**src/rtl/leds7_cmd_tx_pkg.sv**
```systemverilog
// Shared 7-segment LED command protocol definitions: header base, digit limit, tx FSM states.
// Used by leds7_cmd_tx and the far-end LED control decoder.
package Leds_7_pkg;

    localparam logic [7:0] LED_HDR_BASE  = 8'hF0;
    localparam logic [3:0] LED_DIGIT_MAX = 4'd9;

    typedef enum logic [2:0] {
        TX_IDLE,
        TX_HDR,
        TX_DATA,
        TX_GAP,
        TX_SEEK
    } tx_state_t;

endpackage

```
**src/rtl/leds7_cmd_tx_if.sv**
```systemverilog
// Digit request and UART byte handshake bundle for leds7_cmd_tx.
// master = application/UART side, slave = the transmitter.
interface leds7_cmd_tx_if #(
    parameter int NUM_DIGITS = 4
);
    logic [4*NUM_DIGITS-1:0] digits_data;
    logic                    digits_valid;
    logic                    digits_ready;
    logic                    digits_err;
    logic                    done;
    logic [7:0]              uart_data;
    logic                    uart_data_valid;
    logic                    uart_ready;

    modport master (
        output digits_data, digits_valid, uart_ready,
        input  digits_ready, digits_err, done, uart_data, uart_data_valid
    );

    modport slave (
        input  digits_data, digits_valid, uart_ready,
        output digits_ready, digits_err, done, uart_data, uart_data_valid
    );
endinterface

```
**src/rtl/leds7_cmd_tx.sv**
```systemverilog
// Serialises a set of BCD digits into header(F0+i)/data byte pairs for the UART TX.
// Define LEDS7_CHANGED_ONLY_EN to send only digits that changed since they were last sent.
module leds7_cmd_tx
    import Leds_7_pkg::*;
#(
    parameter int NUM_DIGITS = 4,
    parameter int GAP_CYCLES = 0
) (
    input logic           clk,
    input logic           reset,
    leds7_cmd_tx_if.slave bus
);

    localparam int IW = (NUM_DIGITS > 1) ? $clog2(NUM_DIGITS) : 1;
    localparam int GW = (GAP_CYCLES > 0) ? $clog2(GAP_CYCLES + 1) : 1;
    localparam logic [IW-1:0] LAST_IDX = IW'(NUM_DIGITS - 1);

    tx_state_t               state, state_n;
    logic [IW-1:0]           idx, idx_n;
    logic [GW-1:0]           gap_cnt, gap_cnt_n;
    logic [4*NUM_DIGITS-1:0] digits_q, digits_n;
    logic [7:0]              data_q, data_n;
    logic                    valid_q, valid_n;
    logic                    err_q, err_n;
    logic                    done_q, done_n;
    logic                    bad_nibble;
    logic [3:0]              cur_digit;

`ifdef LEDS7_CHANGED_ONLY_EN
    logic [4*NUM_DIGITS-1:0] shadow_q, shadow_n;
    logic [NUM_DIGITS-1:0]   sent_q, sent_n;
    logic [NUM_DIGITS-1:0]   mask_q, mask_n, mask_new;
    logic                    emitted_q, emitted_n;

    always_comb begin
        mask_new = '0;
        for (int unsigned i = 0; i < NUM_DIGITS; i++) begin
            mask_new[i] = ~sent_q[i] | (bus.digits_data[4*i +: 4] != shadow_q[4*i +: 4]);
        end
    end
`endif

    always_comb begin
        bad_nibble = 1'b0;
        for (int unsigned i = 0; i < NUM_DIGITS; i++) begin
            if (bus.digits_data[4*i +: 4] > LED_DIGIT_MAX) begin
                bad_nibble = 1'b1;
            end
        end
    end

    assign cur_digit = digits_q[4*int'(idx) +: 4];

    always_comb begin
        state_n   = state;
        idx_n     = idx;
        gap_cnt_n = gap_cnt;
        digits_n  = digits_q;
        data_n    = data_q;
        valid_n   = valid_q;
        err_n     = 1'b0;
        done_n    = 1'b0;
`ifdef LEDS7_CHANGED_ONLY_EN
        shadow_n  = shadow_q;
        sent_n    = sent_q;
        mask_n    = mask_q;
        emitted_n = emitted_q;
`endif
        case (state)
            TX_IDLE: begin
                if (bus.digits_valid) begin
                    if (bad_nibble) begin
                        err_n = 1'b1;
                    end else begin
                        digits_n = bus.digits_data;
                        idx_n    = '0;
`ifdef LEDS7_CHANGED_ONLY_EN
                        mask_n    = mask_new;
                        emitted_n = 1'b0;
                        state_n   = TX_SEEK;
`else
                        state_n  = TX_HDR;
                        valid_n  = 1'b1;
                        data_n   = LED_HDR_BASE;
`endif
                    end
                end
            end
            TX_HDR: begin
                if (bus.uart_ready) begin
                    state_n = TX_DATA;
                    data_n  = {4'h0, cur_digit};
                end
            end
            TX_DATA: begin
                if (bus.uart_ready) begin
`ifdef LEDS7_CHANGED_ONLY_EN
                    shadow_n[4*int'(idx) +: 4] = cur_digit;
                    sent_n[idx]                = 1'b1;
                    emitted_n                  = 1'b1;
`endif
                    if (idx == LAST_IDX) begin
                        state_n = TX_IDLE;
                        valid_n = 1'b0;
                        done_n  = 1'b1;
                    end else begin
                        idx_n = idx + 1'b1;
`ifdef LEDS7_CHANGED_ONLY_EN
                        state_n = TX_SEEK;
                        valid_n = 1'b0;
`else
                        if (GAP_CYCLES > 0) begin
                            state_n   = TX_GAP;
                            valid_n   = 1'b0;
                            gap_cnt_n = GW'(GAP_CYCLES);
                        end else begin
                            state_n = TX_HDR;
                            data_n  = LED_HDR_BASE + 8'(idx_n);
                        end
`endif
                    end
                end
            end
            TX_GAP: begin
                // Counter is loaded with GAP_CYCLES, so leaving at 1 gives exactly that many idle cycles.
                if (gap_cnt <= GW'(1)) begin
                    state_n = TX_HDR;
                    valid_n = 1'b1;
                    data_n  = LED_HDR_BASE + 8'(idx);
                end else begin
                    gap_cnt_n = gap_cnt - 1'b1;
                end
            end
`ifdef LEDS7_CHANGED_ONLY_EN
            TX_SEEK: begin
                // The gap is only inserted when a pair was already emitted in this request.
                if (mask_q[idx]) begin
                    if (GAP_CYCLES > 0 && emitted_q) begin
                        state_n   = TX_GAP;
                        gap_cnt_n = GW'(GAP_CYCLES);
                    end else begin
                        state_n = TX_HDR;
                        valid_n = 1'b1;
                        data_n  = LED_HDR_BASE + 8'(idx);
                    end
                end else if (idx == LAST_IDX) begin
                    state_n = TX_IDLE;
                    done_n  = 1'b1;
                end else begin
                    idx_n = idx + 1'b1;
                end
            end
`endif
            default: begin
                state_n = TX_IDLE;
                valid_n = 1'b0;
            end
        endcase
    end

    always_ff @(posedge clk) begin
        if (reset) begin
            state     <= TX_IDLE;
            idx       <= '0;
            gap_cnt   <= '0;
            digits_q  <= '0;
            data_q    <= '0;
            valid_q   <= 1'b0;
            err_q     <= 1'b0;
            done_q    <= 1'b0;
`ifdef LEDS7_CHANGED_ONLY_EN
            shadow_q  <= '0;
            sent_q    <= '0;
            mask_q    <= '0;
            emitted_q <= 1'b0;
`endif
        end else begin
            state     <= state_n;
            idx       <= idx_n;
            gap_cnt   <= gap_cnt_n;
            digits_q  <= digits_n;
            data_q    <= data_n;
            valid_q   <= valid_n;
            err_q     <= err_n;
            done_q    <= done_n;
`ifdef LEDS7_CHANGED_ONLY_EN
            shadow_q  <= shadow_n;
            sent_q    <= sent_n;
            mask_q    <= mask_n;
            emitted_q <= emitted_n;
`endif
        end
    end

    assign bus.digits_ready    = (state == TX_IDLE) & ~reset;
    assign bus.digits_err      = err_q;
    assign bus.done            = done_q;
    assign bus.uart_data       = data_q;
    assign bus.uart_data_valid = valid_q;

endmodule

```
**src/flat_wrapper.sv**
```systemverilog
// flat-port wrapper written by rule: the top's interface ports become plain ports
module leds7_cmd_tx_flat import Leds_7_pkg::*;
#(
    parameter int NUM_DIGITS = 4,
    parameter int GAP_CYCLES = 0
)
  (clk, reset, bus_digits_data, bus_digits_valid, bus_uart_ready, bus_digits_ready, bus_digits_err, bus_done, bus_uart_data, bus_uart_data_valid);
  leds7_cmd_tx_if #(.NUM_DIGITS(NUM_DIGITS)) bus_i ();
  input logic clk;
  input logic reset;
  input wire logic [$bits(bus_i.digits_data)-1:0] bus_digits_data;
  input wire logic [$bits(bus_i.digits_valid)-1:0] bus_digits_valid;
  input wire logic [$bits(bus_i.uart_ready)-1:0] bus_uart_ready;
  output wire logic [$bits(bus_i.digits_ready)-1:0] bus_digits_ready;
  output wire logic [$bits(bus_i.digits_err)-1:0] bus_digits_err;
  output wire logic [$bits(bus_i.done)-1:0] bus_done;
  output wire logic [$bits(bus_i.uart_data)-1:0] bus_uart_data;
  output wire logic [$bits(bus_i.uart_data_valid)-1:0] bus_uart_data_valid;
  assign bus_i.digits_data = bus_digits_data;
  assign bus_i.digits_valid = bus_digits_valid;
  assign bus_i.uart_ready = bus_uart_ready;
  assign bus_digits_ready = bus_i.digits_ready;
  assign bus_digits_err = bus_i.digits_err;
  assign bus_done = bus_i.done;
  assign bus_uart_data = bus_i.uart_data;
  assign bus_uart_data_valid = bus_i.uart_data_valid;
  leds7_cmd_tx #(.NUM_DIGITS(NUM_DIGITS), .GAP_CYCLES(GAP_CYCLES)) u_core (.clk(clk), .reset(reset), .bus(bus_i));
endmodule
```
**config.mk**
```make
export PLATFORM = sky130hd
export DESIGN_NAME = leds7_cmd_tx_flat
export DESIGN_NICKNAME = d
export VERILOG_FILES = /design/src/rtl/leds7_cmd_tx_pkg.sv /design/src/rtl/leds7_cmd_tx_if.sv /design/src/rtl/leds7_cmd_tx.sv /design/src/flat_wrapper.sv
export SDC_FILE = /design/constraint.sdc
export NUM_CORES = 1
export LEC_CHECK = 0
export BUFFER_PORTS_ARGS = -buffer_cell sky130_fd_sc_hd__buf_2
export CAP_MARGIN = 20
export CORE_MARGIN = 2
export CORE_UTILIZATION = 50
export CTS_BUF_LIST = sky130_fd_sc_hd__clkbuf_8
export DETAILED_ROUTE_END_ITERATION = 7
export GPL_TIMING_DRIVEN = 1
export PLACE_DENSITY = 0.8
export SYNTH_ARGS = -nofsm -noshare
export SYNTH_HDL_FRONTEND = slang
export SYNTH_SLANG_ARGS = --single-unit
```
**constraint.sdc**
```tcl
create_clock -name clk -period 1.7 [get_ports clk]
set_input_delay 0.255 -clock clk [delete_from_list [all_inputs] [get_ports clk]]
set_output_delay 0.255 -clock clk [all_outputs]
set_load 0.02 [all_outputs]
```
## After elaboration in Yosys (flattened, before gate mapping)

Cells that the tools add are included.

- $add $sub $neg: 4
- Multipliers: 0
- Div/mod/pow operators: 0
- Order comparisons: 5
- Equal/unequal tests: 11
- Shift-type cells: 1
- Muxes and demuxes: 31
- Bitwise operators: 9
- Reductions and logical operators: 11

Operator list:

| kind | count |
|---|---|
| $mux 8 | 6 |
| $pmux 8 s4 | 1 |
| $gt 4x4->1 const B | 4 |
| $shiftx 16x5->4 | 1 |
| $mux 3 | 5 |
| $add 5x3->6 const A | 2 |
| $mux 1 | 12 |
| $pmux 3 s4 | 1 |
| $ne 2x2->1 const B | 5 |
| $reduce_and 5->1 | 2 |
| $mux 2 | 4 |
| $not 1->1 | 8 |
| $reduce_and 7->1 | 1 |
| $eq 3x2->1 const B | 2 |
| $reduce_and 6->1 | 1 |
| $reduce_or 3->1 | 2 |
| $ne 2x1->1 const B | 2 |
| $pmux 1 s4 | 1 |
| $pmux 2 s2 | 1 |
| $reduce_bool 4->1 | 1 |
| $eq 3x1->1 const B | 1 |
| $logic_not 3->1 | 1 |
| $reduce_and 3->1 | 1 |
| $add 2x1->2 const B | 1 |
| other kinds (6) | 6 |

- Register bits after elaboration: 33
- Bits in latches: 0
- Memory bits (writable): 0
- Bits in read-only memories: 0
- Input bits: 20
- Output and inout port bits: 12
- Logic and storage cells: 80
- Memories: 0

## Logic depth before layout (Yosys ltp)

Gate-level depths: netlist (run 1).

- Depth in word-level cells: 8
- Depth in mapped cells: 8
- Depth with buffers taken out: 7

## Least setup slack after synthesis (run 1)

Ideal clock, no wire load.

- Path type: register -> register
- Start: register u_core.state[0]
- End: register u_core.data_q[6], in the netlist u_core.bus.uart_data[6]
- Library setup time: 0.121 ns
- Data arrival time: 1.659 ns
- Slack: -0.079 ns
- Stages on the path, launching flop included: 8
- Cells stage by stage: dfxtp_1 inv_1 ha_1 clkbuf_1 nand2_1 o21ai_0 nor2_1 mux2_2

- Word-level cells in the longest chain between the ends: 3

Ends and longest elaborated chain:

| item | line | RTL |
|---|---|---|
| start, declared | leds7_cmd_tx.sv:18 | `tx_state_t state, state_n;` |
| start signal, assigned | leds7_cmd_tx.sv:178 | `state <= state_n;` |
| $eq 3x1->1 (tied with other cells) | leds7_cmd_tx.sv:69 | `case (state)` |
| $reduce_bool 4->1 (no source line) (tied with other cells) | -- |  |
| $reduce_and 7->1 (no source line) | -- |  |
| end signal, assigned | leds7_cmd_tx.sv:182 | `data_q <= data_n;` |
| end, declared | leds7_cmd_tx.sv:22 | `logic [7:0] data_q, data_n;` |

Several ways; a longest one is shown, not always the timed one.
A chain may end at the register's enable or synchronous reset.

## Final worst setup path (run 1)

- Start: register u_core.state[1]
- End: register u_core.data_q[1], in the netlist u_core.bus.uart_data[1]

Same word-level chain as after synthesis.

==> reports/metrics.csv, run 1 <==
metric,value,unit
period_share,0.981,
rrSetupSlack,0.03,ns
fin_crit,1.67,ns
drc_errors,0,
dp_cells,240,
clock_path_buffers,2,
cap_viol_max_count,0,
io_pins,32,
crit_path_top_delay_cell,or4_1,
worst_skew_pair.late_latency,0.27,ns
synth_top_area_frac,0.387,
drt_iter0_drc,45,
power.density,1160,mW/mm^2
dp_hpwl,2410,um
synth_seq_cells,28,
floorplan.initialDensity,0.525,
nets,241,
fin_skew,0.00391,ns
first_pass_iters,4,
crit_top_cell,a21oi_1,
die_h,57.8,um
hp-start,bus_digits_data[4],
path_delay_family,simple AND/OR/NAND/NOR gates,
peakVddDrop,0.000863,V
dp_slack,-0.0548,ns
first_global_vias,1320,
layout.cells.non_filler,244,
holdPathEnd,u_core.digits_q[4]$_SDFFE_PP0P_,
cts_setup_buffers,0,
grt-ovfl-total,0,
hold_ws,0.211,ns
cp_num_buf_inv,1,
grt_pass1_wl,5600,um
worstMarginPinSlew,0.540,ns
drive_above_1_share,0.305,
die_w,57.8,um
max_freq,599,MHz
r2r_end,u_core.bus.uart_data[1]$_SDFFE_PP0P_,
clkTransAtPathRegs,0.09,ns
slew_headroom,0.640,
finalMaxSlewViolations,0,
cts_hold_buffers,0,
synthArstFlopShare,0,
max_stage_delay,0.47,ns
totalPowerFinal,0.00210,W
avgViaCountPerCell,5.70,
end_kind,flop,
worstSetupStartpointType,flop,
cp_data_arrival_time,1.87,ns
synthDistinctLibCells,34,
grtUsageTotal,0.211,
synthTopCellsByCount,"nand2_1 (42), dfxtp_1 (28), a21oi_1 (23)",
layout_setup_ws,0.0316,ns
synthTopCellsByArea,"dfxtp_1 (39%), nand2_1 (11%), a21oi_1 (8.0%)",
gp_congestion,0.883,
hold_violations,0,
wl_per_cell,13.5,um
rr_worst_depth,7,
synth_warnings,0,
synth_top_cell_by_area,dfxtp_1,
worstPathCellList,"inv_2, ha_4, nor3_1, a21oi_1, o21ai_2, or4_1, a21oi_1",
r2r-start,u_core.state[1]$_SDFFE_PP0P_,
status,"finished, final reports clean",
power.leakage,0.747,nW
cp_max_fo,4,
syn_avg_cell_area,8.32,um^2
drt_wl_total,3300,um
critPathKind,flop to flop,
n_antenna_cell,0,
synth_nets,201,
io_buffer_count,31,
synth_flop_cell,dfxtp_1,
vias,1392,
grt_max_degree,33,
cts_tree,built,
antenna_found_initial,0,
fillers,237,
hold_class,input pin to flop,
yosysSeqAreaShare,0.387,
rows,19,
hold_depth,3,
synth_edf_count,0,
h-tree-depth,1,
cts_sinks,28,
setup_viol,0,
ant_nets,0,
numCtsBuffers,3,
worstPathRequired,1.90,ns
syn_to_final_growth,24.8,%
synthesis.instances,174,
synthesis.area,0.00145,mm^2
yosysMostFrequentCell,nand2_1,
fin_setup_tns,0,ns
core-area,0.00276,mm^2
clock-root-buffer,clkbuf_8,
dieArea,0.00334,mm^2
==> state kept, by name (all words and copies together) (netlist names) <==
signal / cells
u_core.bus.done: 1
u_core.bus.uart_data: 5
u_core.digits_q: 16
u_core.state: 2
u_core.bus.digits_err: 1
u_core.bus.uart_data_valid: 1
u_core.idx: 2
==> logic make-up after synthesis <==
family	after synthesis	synth area share
compound gates	40	0.153
fa+ha+maj	7	0.0605
buf+inv	17	0.0553
flops	28	0.387
mux	8	0.101
simple gates	74	0.243
==> cells in the final DEF (no fill, tap or decap), drive strengths merged, types with 2 or more instances in the layout <==
cell	netlist	final
ha	7	7
nand3	2	2
clkbuf	6	4
a31oi	2	2
dfxtp	28	28
and3	3	3
nor2b	2	2
mux2i	3	3
or4	2	2
mux4	4	4
nor3	5	5
nand2b	6	6
nor2	5	5
buf	6	47
a21oi	23	23
inv	5	5
nand2	42	42
o21ai	9	9
and4	2	2
==> metal layers <==
metal | routed length, um | vias up | global-route usage | part of all wire
li1 | - | 685 | - | -
met1 | 1440 | 649 | 0.267 | 0.44
met2 | 1610 | 49 | 0.359 | 0.49
met3 | 188 | 9 | 0.0335 | 0.057
met4 | 62 | 0 | 0.0831 | 0.019
met5 | 0 | - | 0 | 0
==> worst min-delay path, cell delays in order <==
cell	delay, ns
buf_2	0.10
nand2_1	0.04
a21oi_1	0.05
==> worst max-delay path by stage <==
stage	endpoint	cells past startpoint	startpoint	slack (ns)
finish	u_core.bus.uart_data[1]$_SDFFE_PP0P_	7	u_core.state[1]$_SDFFE_PP0P_	0.03
global route	u_core.bus.uart_data[1]$_SDFFE_PP0P_	6	u_core.state[1]$_SDFFE_PP0P_	-0.009
CTS	u_core.bus.uart_data[1]$_SDFFE_PP0P_	7	u_core.state[0]$_SDFFE_PP0P_	-0.008
detailed placement	u_core.bus.uart_data[1]$_SDFFE_PP0P_	6	u_core.state[0]$_SDFFE_PP0P_	-0.05
global placement	u_core.bus.uart_data[6]$_SDFFE_PP0P_	7	u_core.state[1]$_SDFFE_PP0P_	0.02
floorplan	u_core.bus.uart_data[1]$_SDFFE_PP0P_	7	u_core.state[0]$_SDFFE_PP0P_	0.02
==> per-stage QoR <==
stage,instance area (um^2),utilization
floorplan,1450,-
global placement,1700,0.618
detailed placement,1700,0.618
CTS,1770,0.642
global route,1810,0.655
finish,1810,0.655
==> timing repair <==
action / 4_1_cts / 5_1_grt
setup endpoints to repair: 6 / 4
gates resized for setup: 5 / 9
pin swaps: 1 / 0
cloned: 0 / 0
==> power breakdown <==
| group | total [W] | switching, W | internal, W |
|---|---|---|---|
| Combinational | 0.000913 | 0.000491 | 0.000422 |
| Clock | 0.000415 | 0.000207 | 0.000207 |
| Sequential | 0.000770 | 0.0000525 | 0.000717 |
| Total | 0.00210 | 0.000750 | 0.00135 |
==> cell type report <==
class | instances | area (um^2) | area share
multi-input cells | 129 | 855 | 0.473
flip-flops and latches | 28 | 564 | 0.312
repair buffers | 47 | 275 | 0.152
clock buffers | 4 | 55.1 | 0.0305
well taps | 31 | 38.8 | 0.0215
inverters | 5 | 18.8 | 0.0104
(Power assumes the default switching activity.)
==> inputs of run 2 (changes only) <==
- CORE_ASPECT_RATIO: not set -> 0.9
==> run 2 against run 1 <==
Net effect:
- clock power grew 26%
- sequential power is essentially flat
- total power grew 5.9%
- flip-flop and latch count is the same
- critical path depth shrank 2
- critical path type is now flop to primary output
==> reports/metrics.csv, run 2 (same netlist as run 1, synthesis figures left out) <==
metric,value,unit,change
first_pass_iters,4,,unchanged
holdPathEnd,u_core.digits_q[8]$_SDFFE_PP0P_,,was u_core.digits_q[4]$_SDFFE_PP0P_
die_h,55.0,um,was 57.8 um
setup_viol,0,,unchanged
wl_per_cell,13.9,um,was 13.5 um
antenna_found_initial,0,,unchanged
drt_iter0_drc,89,,was 45
cts_hold_buffers,0,,unchanged
hold_violations,0,,unchanged
die_w,60.7,um,was 57.8 um
grt.met3_usage,0.0442,,was 0.0335
cp_max_fo,8,,was 4
grt.met1_usage,0.276,,was 0.267
floorplan.initialDensity,0.527,,was 0.525
syn_to_final_growth,28.7,%,was 24.8%
rrSetupSlack,0.04,ns,was 0.03 ns
power.leakage,0.764,nW,was 0.747 nW
hp-start,bus_digits_data[8],,was bus_digits_data[4]
hold_ws,0.209,ns,was 0.211 ns
ant_nets,0,,unchanged
core-area,0.00275,mm^2,was 0.00276 mm^2
grt_pass1_wl,5740,um,was 5600 um
hold_depth,3,,unchanged
worstPathRequired,1.44,ns,was 1.90 ns
vias,1383,,"was 1,392"
dieArea,0.00334,mm^2,about the same
io_buffer_count,31,,unchanged
clock_path_buffers,2,,unchanged
cts_sinks,28,,unchanged
r2r_end,u_core.bus.uart_data[1]$_SDFFE_PP0P_,,unchanged
drive_above_1_share,0.310,,was 0.305
final_cell_mix,"nand2_1 (42), buf_2 (30), dfxtp_1 (26), a21oi_1 (22), buf_4 (15)",,"was nand2_1 (42), buf_2 (31), dfxtp_1 (25), a21oi_1 (23), buf_4 (16)"
r2r-start,u_core.state[1]$_SDFFE_PP0P_,,unchanged
end_kind,primary output,,was flop
grtUsageTotal,0.233,,was 0.211
period_share,0.984,,was 0.981
rr_worst_depth,7,,unchanged
grt_max_degree,33,,unchanged
grt_setup_unrepaired,true,,
clock-root-buffer,clkbuf_8,,unchanged
fin_setup_tns,0,ns,unchanged
cts_tree,built,,unchanged
hold_class,input pin to flop,,unchanged
numCtsBuffers,3,,unchanged
busiest_layer,met2,,unchanged
fin_skew,0.00164,ns,was 0.00391 ns
first_global_vias,1302,,"was 1,320"
gp_congestion,0.920,,was 0.883
slew_headroom,0.625,,was 0.640
status,"finished, final reports clean",,unchanged
nets,241,,unchanged
drc_errors,0,,unchanged
finalMaxSlewViolations,0,,unchanged
worstMarginPinSlew,0.563,ns,was 0.540 ns
rows,18,,was 19
n_antenna_cell,0,,unchanged
layout_commonest_cell,nand2_1,,unchanged
top_register,u_core.digits_q,,unchanged
avgViaCountPerCell,5.47,,was 5.70
worstSetupStartpointType,flop,,unchanged
peakVddDrop,0.000610,V,was 0.000863 V
met2_usage,0.430,,was 0.359
cap_viol_max_count,0,,unchanged
clkTransAtPathRegs,0.09,ns,about the same
largest_reg_flops,16,,unchanged
h-tree-depth,1,,unchanged
grt-ovfl-total,0,,unchanged
power.density,1190,mW/mm^2,was 1160 mW/mm^2
io_pins,32,,unchanged
worst_skew_pair.late_latency,0.27,ns,about the same
cp_data_arrival_time,1.42,ns,was 1.87 ns
drt_wl_total,3520,um,was 3300 um
fin_crit,1.67,ns,about the same
dp_hpwl,2590,um,was 2410 um
critPathKind,flop to primary output,,was flop to flop
max_freq,598,MHz,was 599 MHz
-- run 2: routing by layer --
| metal | part of all wire | wire length [um] |
|---|---|---|
| met1 | 0.43 | 1520 |
| met2 | 0.50 | 1760 |
| met3 | 0.058 | 203 |
| met4 | 0.0091 | 32 |
| met5 | 0 | 0 |
-- run 2: through the flow --
stage	utilization	worst slack [ns]	instances	total power (W)	instance area, um^2
final	0.678	0.0267	253	0.00222	1860
after global routing	0.678	-0.0373	253	0.00234	1860
after CTS	0.662	0.00399	253	0.00215	1820
after detailed placement	0.628	-0.0913	249	0.00160	1730
after global placement	0.628	0.0578	249	0.00155	1730
after floorplan	-	0.0155	174	0.00129	1450
-- run 2: where the power goes --
| group | switching, W | internal, W |
|---|---|---|
| sequential | 0.0000519 | 0.000721 |
| clock | 0.000207 | 0.000315 |
| combinational | 0.000511 | 0.000414 |
-- run 2: worst max-delay path: stages (launching register included) --
cell,delay [ns]
dfxtp_4,0.41
inv_2,0.07
ha_4,0.17
buf_4,0.16
nor2b_2,0.17
buf_6,0.16
-- run 2: cell type report --
class                      count  area (um^2)
inverter                       5         18.8
timing repair buffer          47          294
clock buffer                   3         41.3
tap                           40         50.0
sequential                    28          566
multi-input combinational    129          863
clock inverter                 1         30.0
fill                         234          885
-- run 2: worst max-delay path by stage --
stage	from	end	cells after the start
final	u_core.state[0]$_SDFFE_PP0P_	bus_digits_ready	5
after global routing	u_core.state[1]$_SDFFE_PP0P_	u_core.bus.uart_data[0]$_SDFFE_PP0P_	7
after CTS	u_core.state[1]$_SDFFE_PP0P_	u_core.bus.uart_data[1]$_SDFFE_PP0P_	7
after detailed placement	bus_digits_data[14]	u_core.bus.uart_data[1]$_SDFFE_PP0P_	6
after global placement	bus_digits_data[14]	u_core.bus.uart_data[1]$_SDFFE_PP0P_	6
after floorplan	u_core.state[0]$_SDFFE_PP0P_	u_core.bus.uart_data[1]$_SDFFE_PP0P_	7
-- run 2: repair_timing --
item | in CTS | in global routing
pin swaps | 0 | 2
buffers inserted | 0 | 0
gates resized for setup | 8 | 10
setup endpoints to repair | 6 | 7
endpoints found under the hold margin | 0 | 0
